==> src/rtl/seq_divider.sv <==
// Restoring unsigned divider, one quotient bit per clock; WIDTH cycles accept-to-done, divide-by-zero finishes on the accepting edge.
// Single-operation engine: start is only sampled while ready is high, and a start seen while busy is ignored rather than queued.
// Results persist in quotient/remainder/div_by_zero until the next operation completes.
module seq_divider #(
    parameter int WIDTH = 8
) (
    input  logic             clk,
    input  logic             rst_n,
    input  logic             start,
    input  logic [WIDTH-1:0] dividend,
    input  logic [WIDTH-1:0] divisor,
    output logic             ready,
    output logic             done,
    output logic [WIDTH-1:0] quotient,
    output logic [WIDTH-1:0] remainder,
    output logic             div_by_zero
);

    localparam int CW = $clog2(WIDTH + 1);

    typedef enum logic [1:0] {
        IDLE = 2'd0,
        RUN  = 2'd1,
        DONE = 2'd2
    } state_t;

    state_t           state_q;
    state_t           state_d;

    logic [WIDTH-1:0] q_reg;
    logic [WIDTH-1:0] d_reg;
    // The partial remainder stays below D after every restore, so its top bit
    // is always zero and is not stored; the trial difference is still WIDTH+1 bits.
    logic [WIDTH-1:0] r_reg;
    logic [CW-1:0]    cnt;

    logic [WIDTH:0]   s_val;
    logic [WIDTH:0]   t_val;
    logic             borrow;
    logic [WIDTH-1:0] r_step;
    logic [WIDTH-1:0] q_step;
    logic             accept;
    logic             last_step;

    always_comb begin
        s_val  = {r_reg, q_reg[WIDTH-1]};
        t_val  = s_val - {1'b0, d_reg};
        borrow = t_val[WIDTH];
        r_step = borrow ? s_val[WIDTH-1:0] : t_val[WIDTH-1:0];
        q_step = {q_reg[WIDTH-2:0], ~borrow};
    end

    assign accept    = (state_q == IDLE) && start;
    assign last_step = (cnt == CW'(1));

    always_ff @(posedge clk or negedge rst_n) begin
        if (!rst_n) begin
            state_q <= IDLE;
        end else begin
            state_q <= state_d;
        end
    end

    always_comb begin
        state_d = state_q;
        case (state_q)
            IDLE: begin
                if (start) begin
                    state_d = (divisor == '0) ? DONE : RUN;
                end
            end
            RUN: begin
                if (last_step) begin
                    state_d = DONE;
                end
            end
            DONE:    state_d = IDLE;
            default: state_d = IDLE;
        endcase
    end

    always_comb begin
        ready = 1'b0;
        done  = 1'b0;
        case (state_q)
            IDLE:    ready = 1'b1;
            DONE:    done  = 1'b1;
            default: ;
        endcase
    end

    always_ff @(posedge clk or negedge rst_n) begin
        if (!rst_n) begin
            q_reg       <= '0;
            d_reg       <= '0;
            r_reg       <= '0;
            cnt         <= '0;
            quotient    <= '0;
            remainder   <= '0;
            div_by_zero <= 1'b0;
        end else if (accept) begin
            q_reg <= dividend;
            d_reg <= divisor;
            r_reg <= '0;
            cnt   <= CW'(WIDTH);
            if (divisor == '0) begin
                quotient    <= '1;
                remainder   <= dividend;
                div_by_zero <= 1'b1;
            end
        end else if (state_q == RUN) begin
            q_reg <= q_step;
            r_reg <= r_step;
            cnt   <= cnt - CW'(1);
            // Result registers only move on the edge that enters DONE.
            if (last_step) begin
                quotient    <= q_step;
                remainder   <= r_step;
                div_by_zero <= 1'b0;
            end
        end
    end

endmodule

==> config.mk <==
export PLATFORM = sky130hd
export DESIGN_NAME = seq_divider
export DESIGN_NICKNAME = d
export VERILOG_FILES = /design/src/rtl/seq_divider.sv
export SDC_FILE = /design/constraint.sdc
export NUM_CORES = 1
export LEC_CHECK = 0
export ABC_AREA = 1
export CELL_PAD_IN_SITES_DETAIL_PLACEMENT = 2
export CELL_PAD_IN_SITES_GLOBAL_PLACEMENT = 2
export CORE_MARGIN = 2
export CORE_UTILIZATION = 33
export CTS_BUF_LIST = sky130_fd_sc_hd__clkbuf_4 sky130_fd_sc_hd__clkbuf_8
export DETAILED_ROUTE_END_ITERATION = 10
export PLACE_DENSITY_LB_ADDON = 0.12
export SYNTH_ARGS = -nofsm -noshare
export SYNTH_HDL_FRONTEND = slang
export SYNTH_SLANG_ARGS = --single-unit
==> constraint.sdc <==
create_clock -name clk -period 2.5 [get_ports clk]
set_input_delay 0.25 -clock clk [delete_from_list [all_inputs] [get_ports clk]]
set_output_delay 0.25 -clock clk [all_outputs]
set_load 0.01 [all_outputs]
==> flow_summary.json <==
{
  "wl_per_cell_um": 15.8,
  "ys_seq_area_share_pct": 44.4,
  "drive_gt1_share_pct": 8.59,
  "synthTopCellsByCount": "nand2_1, inv_1, dfrtp_1, nand3_1, nor2_1",
  "grtUsageTotal_pct": 19.0,
  "start_util_pct": 34.1,
  "drt_first_pass_iters": 5,
  "period_share_pct": 90.1,
  "gp_congestion": 0.790,
  "dp_hpwl_um": 6050,
  "antenna_found_initial": 0,
  "num-fill-cells": 904,
  "async_flop_share_pct": 100,
  "wl_um": 7700,
  "synth_area_leaders": "dfrtp_1, nand2_1, inv_1, nand3_1, ha_1",
  "grt_max_degree": 30,
  "vias": 2355,
  "post_cts_buffers": 0,
  "diodes": 0,
  "drv_slew": 0,
  "cap_viol_max_count": 0,
  "yosysMostFrequentCell": "nand2_1",
  "power.total_mw": 4.74,
  "synth_edf_count": 0,
  "cts_buffers": 5,
  "grt_overflow_total": 0,
  "grt_pass1_wl_um": 12900,
  "synthCells": 342,
  "synth_top_area_share_pct": 44.4,
  "rows": 32,
  "cp_cell_sequence": "inv_1 > ha_1 > inv_1 > fa_1 > nand2_1 > nand2_1 > nand3_2 > nand2_1 > nand2_1 > nand2_2 > nand3_1 > nand3_1 > nand2_1 > inv_1",
  "end_kind": "flop",
  "synth.net_count": 372,
  "grt_pass1_vias": 2566,
  "h-tree-depth": 2,
  "synthesis.area_um2": 2650,
  "layout_setup_ws_ns": 0.248,
  "fin_skew_ns": 0.0128,
  "pin_count": 38,
  "yosysWarnings": 0,
  "clkTransAtPathRegs_ns": 0.10,
  "dieArea_um2": 8770,
  "crit_slowest_cell": "fa_1",
  "hold_viol": 0,
  "synth.avg_cell_area_um2": 7.75,
  "drc": 0,
  "dp_slack_ns": 0.244,
  "max-vdd-ir-drop_uv": 454,
  "outcome": "completed",
  "required_ns": 2.71,
  "ff_latch_area_um2": 1180,
  "critical_path_class": "reg -> reg",
  "multi_input_area_um2": 1150,
  "yosysUniqueCellTypes": 28,
  "cts.path.max_buffers": 2,
  "leakage_nw": 1.74,
  "synth_top_area_cell": "dfrtp_1",
  "clock_latency_ns": 0.31,
  "cts_tree": "yes",
  "finalSetupTns_ns": 0,
  "period_minus_slack_ns": 2.25,
  "start_kind": "flop",
  "worstMarginPinSlew_ns": 0.783,
  "max_stage_delay_ns": 0.41,
  "path_common_cell": "nand2_1",
  "port_buffers": 37,
  "crit_fanout": 8,
  "viasPerCell": 4.85,
  "core_um2": 7770,
  "setup-violations-final": 0,
  "drtAntennaViolNets": 0,
  "areaGrowthSynthToFinish_pct": 22.5,
  "ys.flop_type": "dfrtp_1",
  "fmax_mhz": 444,
  "p_per_area_nw_per_um2": 1460,
  "cts_root_buf": "clkbuf_8",
  "grt_setup_unrepaired": "false",
  "fin_nets": 413,
  "chipWidth_um": 93.6,
  "dieHeight_um": 93.6,
  "ys_seq_elements": 47,
  "relSlewSlack_pct": 47.6,
  "cts.sinks": 47,
  "arrival_ns": 2.47,
  "hold_class": "in -> async",
  "drtIter0Drc": 62
}
-- final cells by class --
cell class | count | area share, %
flip-flops and latches | 47 | 36.2
multi-input cells | 218 | 35.6
repair buffers | 43 | 12.7
inverters | 68 | 7.86
well taps | 102 | 3.93
clock buffers | 6 | 2.54
clock inverters | 2 | 1.19
-- per-stage QoR --
step	area, um^2	cells	util (%)	hold WS, ns
global route	3250	486	41.8	0.486
global placement	3120	477	40.1	0.255
floorplan	2650	342	-	-0.0456
finish	3250	486	41.8	0.438
detailed placement	3120	477	40.1	0.261
CTS	3250	486	41.8	0.451
-- placed cells by master, fill, tap and decap left out --
| cell type | instances |
|---|---|
| xnor2_1 | 2 |
| o21ai_0 | 10 |
| buf_4 | 5 |
| dlygate4sd3_1 | 1 |
| bufinv_16 | 1 |
| o221ai_1 | 8 |
| nand2_4 | 1 |
| buf_2 | 1 |
| o31ai_1 | 1 |
| nand2_2 | 3 |
| nor2_1 | 19 |
| inv_1 | 65 |
| nor2_4 | 2 |
| nand3_1 | 32 |
| a31oi_1 | 1 |
| nand4_2 | 1 |
| inv_2 | 3 |
| nand4_1 | 3 |
| dfrtp_1 | 47 |
| clkbuf_8 | 6 |
| nand3_2 | 2 |
| or2_1 | 8 |
| inv_6 | 1 |
| clkdlybuf4s50_1 | 36 |
| ha_1 | 10 |
| xor2_1 | 2 |
| fa_1 | 1 |
| nand2_1 | 93 |
| o22ai_1 | 2 |
| a21oi_1 | 10 |
| nor2_2 | 7 |
-- metal layers --
layer	global-route usage, %	vias up	share of wire [%]
li1	-	1145	-
met1	25.4	1170	46
met2	32.5	32	50
met3	2.66	8	1.9
met4	4.83	0	1.3
met5	0	-	0
-- path summary, 6_finish.rpt --
kind / startpoint / end / slack [ns] / cells after the start
min reg2reg: d_reg[2]$_DFFE_PN0P_ / d_reg[2]$_DFFE_PN0P_ / 0.50 / 2
min in group clk: d_reg[2]$_DFFE_PN0P_ / d_reg[2]$_DFFE_PN0P_ / 0.50 / 2
min: rst_n / remainder[3]$_DFFE_PN0P_ / 0.44 / 2
max in group asynchronous: rst_n / r_reg[7]$_DFFE_PN0P_ / 1.41 / 3
max: q_reg[7]$_DFFE_PN0P_ / remainder[0]$_DFFE_PN0P_ / 0.25 / 14
max reg2reg: q_reg[7]$_DFFE_PN0P_ / remainder[0]$_DFFE_PN0P_ / 0.25 / 14
-- worst max-delay path, delay by kind of cell, from the launching register on --
kind	cells	cell delay, ns
DFF	1	0.39
and+or+nand+nor	9	0.99
adders and majority gates	2	0.57
buffers and inverters	3	0.22
-- power by group --
part / switching (mW) / internal (mW)
clock: 0.281 / 0.329
sequential: 0.231 / 1.13
combinational: 1.69 / 1.08
total: 2.21 / 2.53
-- timing repair --
item                                    CTS  global route
gates resized for setup                   0             0
hold buffers                              1             0
endpoints found under the hold margin    17             0
endpoints found under the setup margin    0             0
-- logic make-up (layout without fill, tap and decap cells) --
group,Yosys count,after routing,synth area share [%]
and+or+nand+nor,171,171,29.4
buffers and inverters,77,119,12.1
DFF,47,47,44.4
AOI/OAI and AO/OA,32,32,7.41
adders and majority gates,11,11,5.47
xor gates and xnor gates,4,4,1.32
No activity file was read; power rests on OpenSTA's default activity.
